## config.mk

```make
export PLATFORM = sky130hd
export DESIGN_NAME = invsqrt_nr_ctrl
export DESIGN_NICKNAME = d
export VERILOG_FILES = /design/src/rtl/invsqrt_nr_ctrl.sv
export SDC_FILE = /design/constraint.sdc
export NUM_CORES = 1
export LEC_CHECK = 0
export CORE_ASPECT_RATIO = 1.2
export CORE_MARGIN = 2
export CORE_UTILIZATION = 55
export CTS_CLUSTER_SIZE = 20
export DETAILED_ROUTE_END_ITERATION = 10
export GPL_ROUTABILITY_DRIVEN = 0
export GPL_TIMING_DRIVEN = 0
export PLACE_DENSITY_LB_ADDON = 0.2
export REMOVE_ABC_BUFFERS = 1
export SYNTH_ARGS = -nofsm -noshare
export SYNTH_HDL_FRONTEND = slang
export SYNTH_SLANG_ARGS = --single-unit
```

## constraint.sdc

```tcl
create_clock -name clk -period 4.9 [get_ports clk]
set_input_delay 0.49 -clock clk [delete_from_list [all_inputs] [get_ports clk]]
set_output_delay 0.49 -clock clk [all_outputs]
set_load 0.01 [all_outputs]
```

## src/rtl/invsqrt_nr_ctrl.sv

```systemverilog
// Fast inverse-square-root sequencer: magic-constant seed followed by ITERS
// Newton-Raphson steps issued one at a time to a shared external FP unit.
module invsqrt_nr_ctrl #(
  parameter int unsigned ITERS        = 1,
  parameter logic [31:0] MAGIC        = 32'h5f3759df,
  parameter logic [31:0] THREE_HALVES = 32'h3FC00000
) (
  input  logic        clk,
  input  logic        rst,
  input  logic        in_valid,
  output logic        in_ready,
  input  logic [31:0] in_data,
  output logic        out_valid,
  input  logic        out_ready,
  output logic [31:0] out_data,
  output logic        out_special,
  output logic        op_valid,
  input  logic        op_ready,
  output logic        op_sel,
  output logic [31:0] op_a,
  output logic [31:0] op_b,
  input  logic        res_valid,
  input  logic [31:0] res_data
);

  typedef enum logic [3:0] {
    ST_IDLE,
    ST_INIT,
    ST_SQ_I,
    ST_SQ_W,
    ST_HALF_I,
    ST_HALF_W,
    ST_SUB_I,
    ST_SUB_W,
    ST_UPD_I,
    ST_UPD_W,
    ST_DONE
  } state_t;

  localparam logic [1:0] LP_ITERS = 2'(ITERS);

  state_t      r_state;
  state_t      w_next;
  logic        r_in_ready;
  logic [31:0] r_x;
  logic [31:0] r_y;
  logic [31:0] r_t;
  logic [31:0] r_half;
  logic [1:0]  r_iter;
  logic        r_special;

  logic [7:0]  w_exp;
  logic        w_zero;
  logic        w_inf_nan;
  logic        w_nan;
  logic        w_spec;
  logic [31:0] w_spec_val;
  logic [31:0] w_half;
  logic        w_last;
  logic        w_accept;

  assign w_exp     = r_x[30:23];
  assign w_zero    = (w_exp == '0);
  assign w_inf_nan = (w_exp == '1);
  assign w_nan     = w_inf_nan && (r_x[22:0] != '0);
  assign w_spec    = w_zero || r_x[31] || w_inf_nan;

  // Zero/denormal is tested first so that -0 yields +Inf rather than NaN.
  always_comb begin
    w_spec_val = '0;
    if (w_zero)
      w_spec_val = 32'h7F800000;
    else if (w_nan || r_x[31])
      w_spec_val = 32'h7FC00000;
  end

  // exp==1 halves into the denormal range by shifting the implicit one in.
  assign w_half = (w_exp == 8'd1) ? {1'b0, 8'd0, 1'b1, r_x[22:1]}
                                  : {1'b0, w_exp - 8'd1, r_x[22:0]};

  assign w_last   = (r_iter == LP_ITERS - 2'd1);
  assign w_accept = r_in_ready && in_valid;

  always_comb begin
    w_next   = r_state;
    op_valid = 1'b0;
    op_sel   = 1'b0;
    op_a     = '0;
    op_b     = '0;
    unique case (r_state)
      ST_IDLE:   if (w_accept) w_next = ST_INIT;
      ST_INIT:   w_next = w_spec ? ST_DONE : ST_SQ_I;
      ST_SQ_I: begin
        op_valid = 1'b1;
        op_a     = r_y;
        op_b     = r_y;
        if (op_ready) w_next = ST_SQ_W;
      end
      ST_SQ_W:   if (res_valid) w_next = ST_HALF_I;
      ST_HALF_I: begin
        op_valid = 1'b1;
        op_a     = r_half;
        op_b     = r_t;
        if (op_ready) w_next = ST_HALF_W;
      end
      ST_HALF_W: if (res_valid) w_next = ST_SUB_I;
      ST_SUB_I: begin
        op_valid = 1'b1;
        op_sel   = 1'b1;
        op_a     = THREE_HALVES;
        op_b     = r_t;
        if (op_ready) w_next = ST_SUB_W;
      end
      ST_SUB_W:  if (res_valid) w_next = ST_UPD_I;
      ST_UPD_I: begin
        op_valid = 1'b1;
        op_a     = r_y;
        op_b     = r_t;
        if (op_ready) w_next = ST_UPD_W;
      end
      ST_UPD_W:  if (res_valid) w_next = w_last ? ST_DONE : ST_SQ_I;
      ST_DONE:   if (out_ready) w_next = ST_IDLE;
      default:   w_next = ST_IDLE;
    endcase
  end

  // in_ready is registered so it stays low while reset is asserted.
  always_ff @(posedge clk or negedge rst) begin
    if (!rst) begin
      r_state    <= ST_IDLE;
      r_in_ready <= 1'b0;
      r_x        <= '0;
      r_y        <= '0;
      r_t        <= '0;
      r_half     <= '0;
      r_iter     <= '0;
      r_special  <= 1'b0;
    end else begin
      r_state    <= w_next;
      r_in_ready <= (w_next == ST_IDLE);
      case (r_state)
        ST_IDLE: if (w_accept) r_x <= in_data;
        ST_INIT: begin
          r_y       <= w_spec ? w_spec_val : MAGIC - (r_x >> 1);
          r_half    <= w_half;
          r_special <= w_spec;
          r_iter    <= '0;
        end
        ST_SQ_W, ST_HALF_W, ST_SUB_W: if (res_valid) r_t <= res_data;
        ST_UPD_W: begin
          if (res_valid) begin
            r_y    <= res_data;
            r_iter <= r_iter + 2'd1;
          end
        end
        default: ;
      endcase
    end
  end

  assign in_ready    = r_in_ready;
  assign out_valid   = (r_state == ST_DONE);
  assign out_data    = out_valid ? r_y : '0;
  assign out_special = out_valid && r_special;

endmodule
```

==> summary.txt, run 1 <==
Outcome
  • Status: complete, no violations

Setup path
  • Slowest cell delay on critical path: 0.66 ns
  • Data required, critical path: ~4.4 ns
  • Critical Path Slowest Stage Cell: dfrtp_1
  • Delay-heaviest family, CP: buffers and inverters
  • CP Cell Sequence: nor2_1, nand2_1, a21oi_4, buf_16, a22o_1, clkdlybuf4s50_1
  • Critical path arrival: 3.26 ns
  • Setup Crit Path Kind: flip-flop to output pin
  • CP bufs+invs: 2
  • CP startpoint kind: flip-flop
  • CP endpoint kind: output pin
  • Crit-path max FO: 24

Finish
  • Share of layout cells above drive strength 1: 14.66%
  • N_diodes: 0
  • # fillers: 926
  • Final Core Density: 75.48%
  • Area growth from synthesis to layout: 33.79%
  • Final cell count without fillers: 1075
  • Final net count: 970

Timing
  • Slew Limit Fails: 0
  • Slew @ Worst Pin: 1.065 ns
  • Final setup vio count: 0
  • Tcrit/Tclk final: 76.45%
  • Slew margin rel.: roughly 29%
  • Max Fclk: 267.0 MHz
  • RSZ-0062 raised after global routing: no
  • Worst hold slack: between 0.04 and 0.05 ns
  • Worst Skew: 0.008136 ns
  • Final Hold Viols: 0
  • Crit path time final: ~3.7 ns

Global routing
  • All-Layer GR Usage: between 30% and 40%
  • Largest net degree at the start of global routing: 77
  • Antenna violations before repair: 0
  • Grt ovf: 0
  • First-pass GRT wire length: 35.26 mm
  • Vias in the first global route: between 6k and 7k

Routing
  • Detailed Route WL: 21.81 mm
  • DR iter-0 viols: 437
  • Final ANT Viol Nets: 0
  • Drt first pass iters: 6
  • DR vias: 6605
  • Wire per inst: ~20 um
  • Remaining DRCs: 0
  • Post-DR vias/cell: 6.144

Power
  • Clk pwr share: a little under a fifth
  • NetSw: between 2 and 3 mW
  • Pwr/cell area: around 730 nW/um^2
  • Pint: 4.385 mW
  • Sw Ratio: 39.59%
  • Seq pwr share: around a third
  • Worst vdd ir: 0.3900 mV
  • Comb power frac: 49.3%
  • Pleak: 4.085 nW

Hold path
  • Worst min-delay path class: primary input to asynchronous set/reset pin

Yosys
  • Mean Syn Cell Area: 9.905 sq um
  • Top cells by area, synth: dfrtp_1 45%, mux2_2 9.6%, a22o_1 6.8%
  • Synth Instances: 754
  • Synth Register Bits: 135
  • Yosys synthesis warning count: 0
  • Synth area leader: dfrtp_1
  • Async set-reset flop share out of synthesis: 100.0%
  • Top cell type's share of synthesized area: 45.23%
  • Number of synthesized flops with an enable pin: 0
  • Predominant post-synthesis flop cell: dfrtp_1
  • Sequential-to-total area share from yosys stat: between 40 and 50%
  • Mapped Area: 7468 sq um
  • Cell variety after synth: 60

Clocking
  • H-Tree Depth: 4
  • CTS resizes: 0
  • CTS tree: done
  • Post-CTS Setup Bufs: 0
  • Number of clock sinks: about 140
  • CTS Buffer Depth: 2
  • Post-CTS Hold Buffers: 0
  • Worst-skew pair later-pin latency: 0.43 ns
  • Clock-pin slew on the worst setup and hold paths: 0.06 ns
  • Cts bufs inserted: 17
  • Root buf cell: clkbuf_16

Floorplanning
  • Core ar.: 13240 sq um
  • Die X: 110.4 um
  • IO Pins: around 170
  • Total die area: roughly 15000 sq um
  • Row count: 46
  • Height of the die: around 130 um
  • Starting Density: 56.42%

Placement
  • Post-DP HPWL: 15.44 mm
  • Cells after DPL: around 1.0k
  • IO buf count: 170

Run
  • Max-cap check violation count: 0
-- flip-flops by register name, indices dropped and copies added, names as in the netlist --
name,count
r_x,32
r_iter,2
r_t,32
r_state,4
r_special,1
in_ready,1
r_half,31
r_y,32
-- per-layer routing --
metal	part of all wire, %	wire length [um]	GRT usage [%]
met3	5.8	1264	7.391
met4	2.7	579	10.49
met5	0	0	0
met2	52	11410	52.25
met1	39	8558	38.70
-- cell type report --
class / instances / area [sq um] / share of cell area (%)
multi-input cells: 543 / 3802 / 38.05
flip-flops and latches: 135 / 3378 / 33.81
repair buffers: 186 / 1924 / 19.26
clock buffers: 19 / 442.9 / 4.433
well taps: 168 / 210.2 / 2.104
clock inverters: 13 / 192.7 / 1.928
inverters: 11 / 41.29 / 0.4132
-- worst paths after layout --
check,endpoint,cells after the start,slack [ns],startpoint
max in group asynchronous,r_t[19],2,4.05,rst
worst min-delay path,r_y[31],1,0.05,rst
worst min register to register,r_half[22],2,0.48,r_half[22]
worst max register to register,in_ready,6,1.35,r_state[1]
worst max-delay path,op_b[0],6,1.15,r_state[1]
min in group clk,r_half[22],2,0.48,r_half[22]
-- cell families after synthesis --
| family | count (synthesis) | share of synthesized area (%) |
|---|---|---|
| AOI/OAI and AO/OA | 205 | 18.85 |
| xor gates and xnor gates | 22 | 2.580 |
| adders and majority gates | 6 | 1.005 |
| buffers and inverters | 76 | 4.523 |
| DFF | 135 | 45.23 |
| muxes | 86 | 12.60 |
| and+or+nand+nor | 224 | 15.21 |
-- power groups by stage --
stage / registers (mW) / logic (mW) / clock network (mW)
2_1_floorplan: 2.09 / 2.05 / 0
3_3_place_gp: 2.24 / 3.32 / 0
3_5_place_dp: 2.29 / 3.55 / 0
4_1_cts: 2.28 / 3.58 / 1.39
5_1_grt: 2.37 / 3.88 / 1.44
6_report: 2.30 / 3.58 / 1.38
-- cell usage after synthesis, drive strengths merged (7+ instances only) --
master	number
nand3	8
a221oi	10
buf	23
nor2	51
and2	35
o21ai	54
o31ai	7
inv	11
xnor2	14
nand2	69
clkbuf	42
a21oi	40
xor2	8
a22o	58
mux2i	22
nor3	21
dfrtp	135
nor4	8
mux2	64
-- worst reg2reg max path: cells and delay by family (launching register included) --
| family | cells | cell delay, ns |
|---|---|---|
| buffers and inverters | 1 | 0.36 |
| AO/OA/AOI/OAI | 1 | 0.31 |
| AND/OR/NAND/NOR | 4 | 2.11 |
| flip-flops | 1 | 0.66 |
-- per-stage QoR --
step / power [mW] / setup WS (ns) / TNS [ns] / cell area [sq um]
final: 7.259 / 1.154 / 0 / 9992
after detailed placement: 5.842 / 1.400 / 0 / 9356
after global placement: 5.553 / -1.939 / -291.64 / 9084
after global routing: 7.690 / 0.9882 / 0 / 9992
after CTS: 7.249 / 1.179 / 0 / 9992
after floorplan: 4.139 / 1.217 / 0 / 7172
-- cells in the final DEF (no fill, tap or decap), drive strengths merged, types with 3 or more instances in the layout --
master         netlist  final
mux2                64     64
nand2               69     69
and2                35     35
o31ai                7      7
o21a                 3      3
xnor2               14     14
clkinv               0      3
a31oi                6      6
a221oi              10     10
nand4                5      5
and3                 5      5
clkdlybuf4s50        0    169
clkbuf              42     19
inv                 11     15
o211ai               6      6
nor3                21     21
mux2i               22     22
or3                  3      3
o21ai               54     54
ha                   6      6
a22oi                3      3
a21oi               40     40
or2                  4      4
nor4                 8      8
nor2                51     51
bufinv               0      4
xor2                 8      8
nor2b                4      4
buf                 23     17
dfrtp              135    135
a221o                4      4
a22o                58     58
nand3                8      8
Power figures use the tool's default switching activity.
==> run 2: changes to the inputs <==
CORE_UTILIZATION = 51   (was 55)
clock period = 3.6 ns   (was 4.9 ns; I/O delays follow)
==> run 2 against run 1 <==
Final area is 0.14% higher. Clock power is 34% higher. Worst hold slack better by 0.37 ns. Global-route usage is 2.6 points lower. Core utilization is 5.8 points lower. Sequential share of layout area hardly changed. First-iteration DRC count is 5.0% lower. Via count is 0.18% lower. Largest cell class unchanged. Largest power group unchanged.
==> summary.txt, run 2 (synthesis results as in run 1) <==
Outcome
  • Status: complete, no violations (unchanged)

Floorplanning
  • Die X: 114.5 um (was 110.4 um)
  • Core ar.: 14350 sq um (was 13240 sq um)
  • Total die area: 15630 sq um (was 14530 sq um)
  • IO Pins: 171 (unchanged)
  • Row count: 48 (was 46)
  • Height of the die: 136.6 um (was 131.7 um)
  • Starting Density: 52.03% (was 56.42%)

Setup path
  • Critical path arrival: 3.06 ns (was 3.26 ns)
  • Data required, critical path: 3.24 ns (was 4.41 ns)
  • CP startpoint kind: flip-flop (unchanged)
  • Setup Crit Path Kind: flip-flop to output pin (unchanged)
  • Crit-path max FO: 24 (unchanged)
  • CP endpoint kind: output pin (unchanged)

Clocking
  • H-Tree Depth: 4 (unchanged)
  • Worst-skew pair later-pin latency: 0.42 ns (was 0.43 ns)
  • Cts bufs inserted: 17 (unchanged)
  • Clock-pin slew on the worst setup and hold paths: 0.06 ns (about the same)
  • CTS Buffer Depth: 2 (unchanged)
  • CTS tree: done (unchanged)
  • Root buf cell: clkbuf_16 (unchanged)
  • Number of clock sinks: 135 (unchanged)

Routing
  • Detailed Route WL: 21.69 mm (was 21.81 mm)
  • Drt first pass iters: 5 (was 6)
  • Wire per inst: 20.03 um (was 20.29 um)
  • Final ANT Viol Nets: 0 (unchanged)
  • DR vias: 6593 (was 6605)
  • DR iter-0 viols: 415 (was 437)
  • Post-DR vias/cell: 6.088 (was 6.144)
  • Remaining DRCs: 0 (unchanged)

Hold path
  • Worst min-delay path class: primary input to asynchronous set/reset pin (unchanged)

Timing
  • Final Hold Viols: 0 (unchanged)
  • Slew @ Worst Pin: 1.081 ns (was 1.065 ns)
  • Total Neg Setup Slack: 0 ns (unchanged)
  • RSZ-0062 raised after global routing: no (unchanged)
  • Max Fclk: 292.6 MHz
  • Tcrit/Tclk final: 94.92%
  • Slew Limit Fails: 0 (unchanged)
  • Crit path time final: 3.417 ns
  • Slew margin rel.: 27.51% (was 28.62%)
  • Worst Skew: 0.009195 ns (was 0.008136 ns)
  • Final setup vio count: 0 (unchanged)

Global routing
  • GR peak layer: met2 (unchanged)
  • All-Layer GR Usage: 28.46% (was 31.05%)
  • Grt ovf: 0 (unchanged)
  • Antenna violations before repair: 0 (unchanged)
  • Largest net degree at the start of global routing: 96 (was 77)
  • Met1 usage: 34.87% (was 38.70%)
  • Vias in the first global route: 6696 (was 6783)
  • First-pass GRT wire length: 34.82 mm (was 35.26 mm)
  • M2 GR Usage: 48.98% (was 52.25%)
  • Global Route met3 Usage: 6.112% (was 7.391%)

Finish
  • Largest regs: r_t: 32 flops, r_x: 32 flops, r_y: 32 flops (unchanged)
  • Most common cell after layout, fill and taps aside: clkdlybuf4s50_1 (unchanged)
  • Area growth from synthesis to layout: 33.97% (was 33.79%)
  • Cell area after layout: 10010 sq um (was 9992 sq um)
  • Final net count: 971 (was 970)
  • Commonest non-fill, non-tap cells in the layout: 169 x clkdlybuf4s50_1, 135 x dfrtp_1, 68 x nand2_1 (unchanged)
  • Final cell count without fillers: 1083 (was 1075)
  • Share of layout cells above drive strength 1: 14.54% (was 14.66%)
  • N_diodes: 0 (unchanged)

Power
  • Total design power: 9.874 mW (was 7.259 mW)
  • Pleak: 4.093 nW (was 4.085 nW)
  • Worst vdd ir: 0.4780 mV (was 0.3900 mV)
  • Pwr/cell area: 986.8 nW/um^2 (was 726.5 nW/um^2)

Placement
  • IO buf count: 170 (unchanged)
  • Placed inst area: 9354 sq um (was 9356 sq um)
  • Cells after DPL: 1049 (was 1043)
  • Post-DP HPWL: 15.22 mm (was 15.44 mm)

Run
  • Max-cap check violation count: 0 (unchanged)
==> run 2: cell count changes in the layout (fill, tap and decap cells not counted), moves of 2 or more <==
cell        previous run  this run
buf_4                  4         1
buf_6                  8        11
clkinv_2               1         4
inv_6                  4         1
buf_12                 0         2
clkinvlp_4             2         0
==> run 2: area by class of cell <==
| class | instances | area, sq um |
|---|---|---|
| sequential | 135 | 3378 |
| timing repair buffer | 187 | 1943 |
| tap | 175 | 219.0 |
| clock buffer | 20 | 446.7 |
| multi-input combinational | 543 | 3802 |
| fill | 1073 | 4348 |
| clock inverter | 12 | 175.2 |
| inverter | 11 | 41.29 |
==> run 2: timing repair <==
action                     4_1_cts  5_1_grt
resized for setup                0        0
setup endpoints to repair        1        0
buffers inserted                 1        0
hold buffers                     1        0
hold endpoints to repair        40        0
==> run 2: worst paths after layout <==
kind                                 start         end  slack, ns  cells after the start
worst min-delay path                   rst     r_t[31]       0.42                      2
min in group clk                r_half[22]  r_half[22]       0.48                      2
max in group asynchronous              rst     r_y[17]       2.37                      3
worst max-delay path            r_state[1]    op_b[11]       0.18                      5
worst max register to register  r_state[1]     r_y[15]       0.30                      6
worst min register to register  r_half[22]  r_half[22]       0.48                      2
==> run 2: worst max-delay path, cell delays in order (launching register included) <==
cell	delay, ns
dfrtp_1	0.84
nand2b_1	0.24
nor3_2	0.57
buf_6	0.27
a22o_1	0.17
clkdlybuf4s50_1	0.54
==> run 2: metrics by stage <==
stage | setup WS, ns | hold WS [ns] | util (%)
after floorplan | -0.08299 | 0.06441 | -
after global placement | -3.199 | 0.4567 | 63.35
after detailed placement | 0.4000 | 0.2993 | 65.17
after CTS | 0.1907 | 0.4282 | 69.71
after global routing | 0.06451 | 0.4558 | 69.71
final | 0.1828 | 0.4220 | 69.71
==> run 2: metal layers <==
metal / share of wire, % / vias to the layer above
li1: - / 3010
met2: 51 / 283
met1: 40 / 3258
met3: 6.4 / 42
met4: 2.1 / 0
met5: 0 / -
==> run 2: report_power, final <==
part | switching, mW | internal, mW | total (mW)
Combinational | 2.33 | 2.57 | 4.90
Sequential | 0.884 | 2.24 | 3.12
Clock | 0.670 | 1.18 | 1.85
Total | 3.89 | 5.99 | 9.87
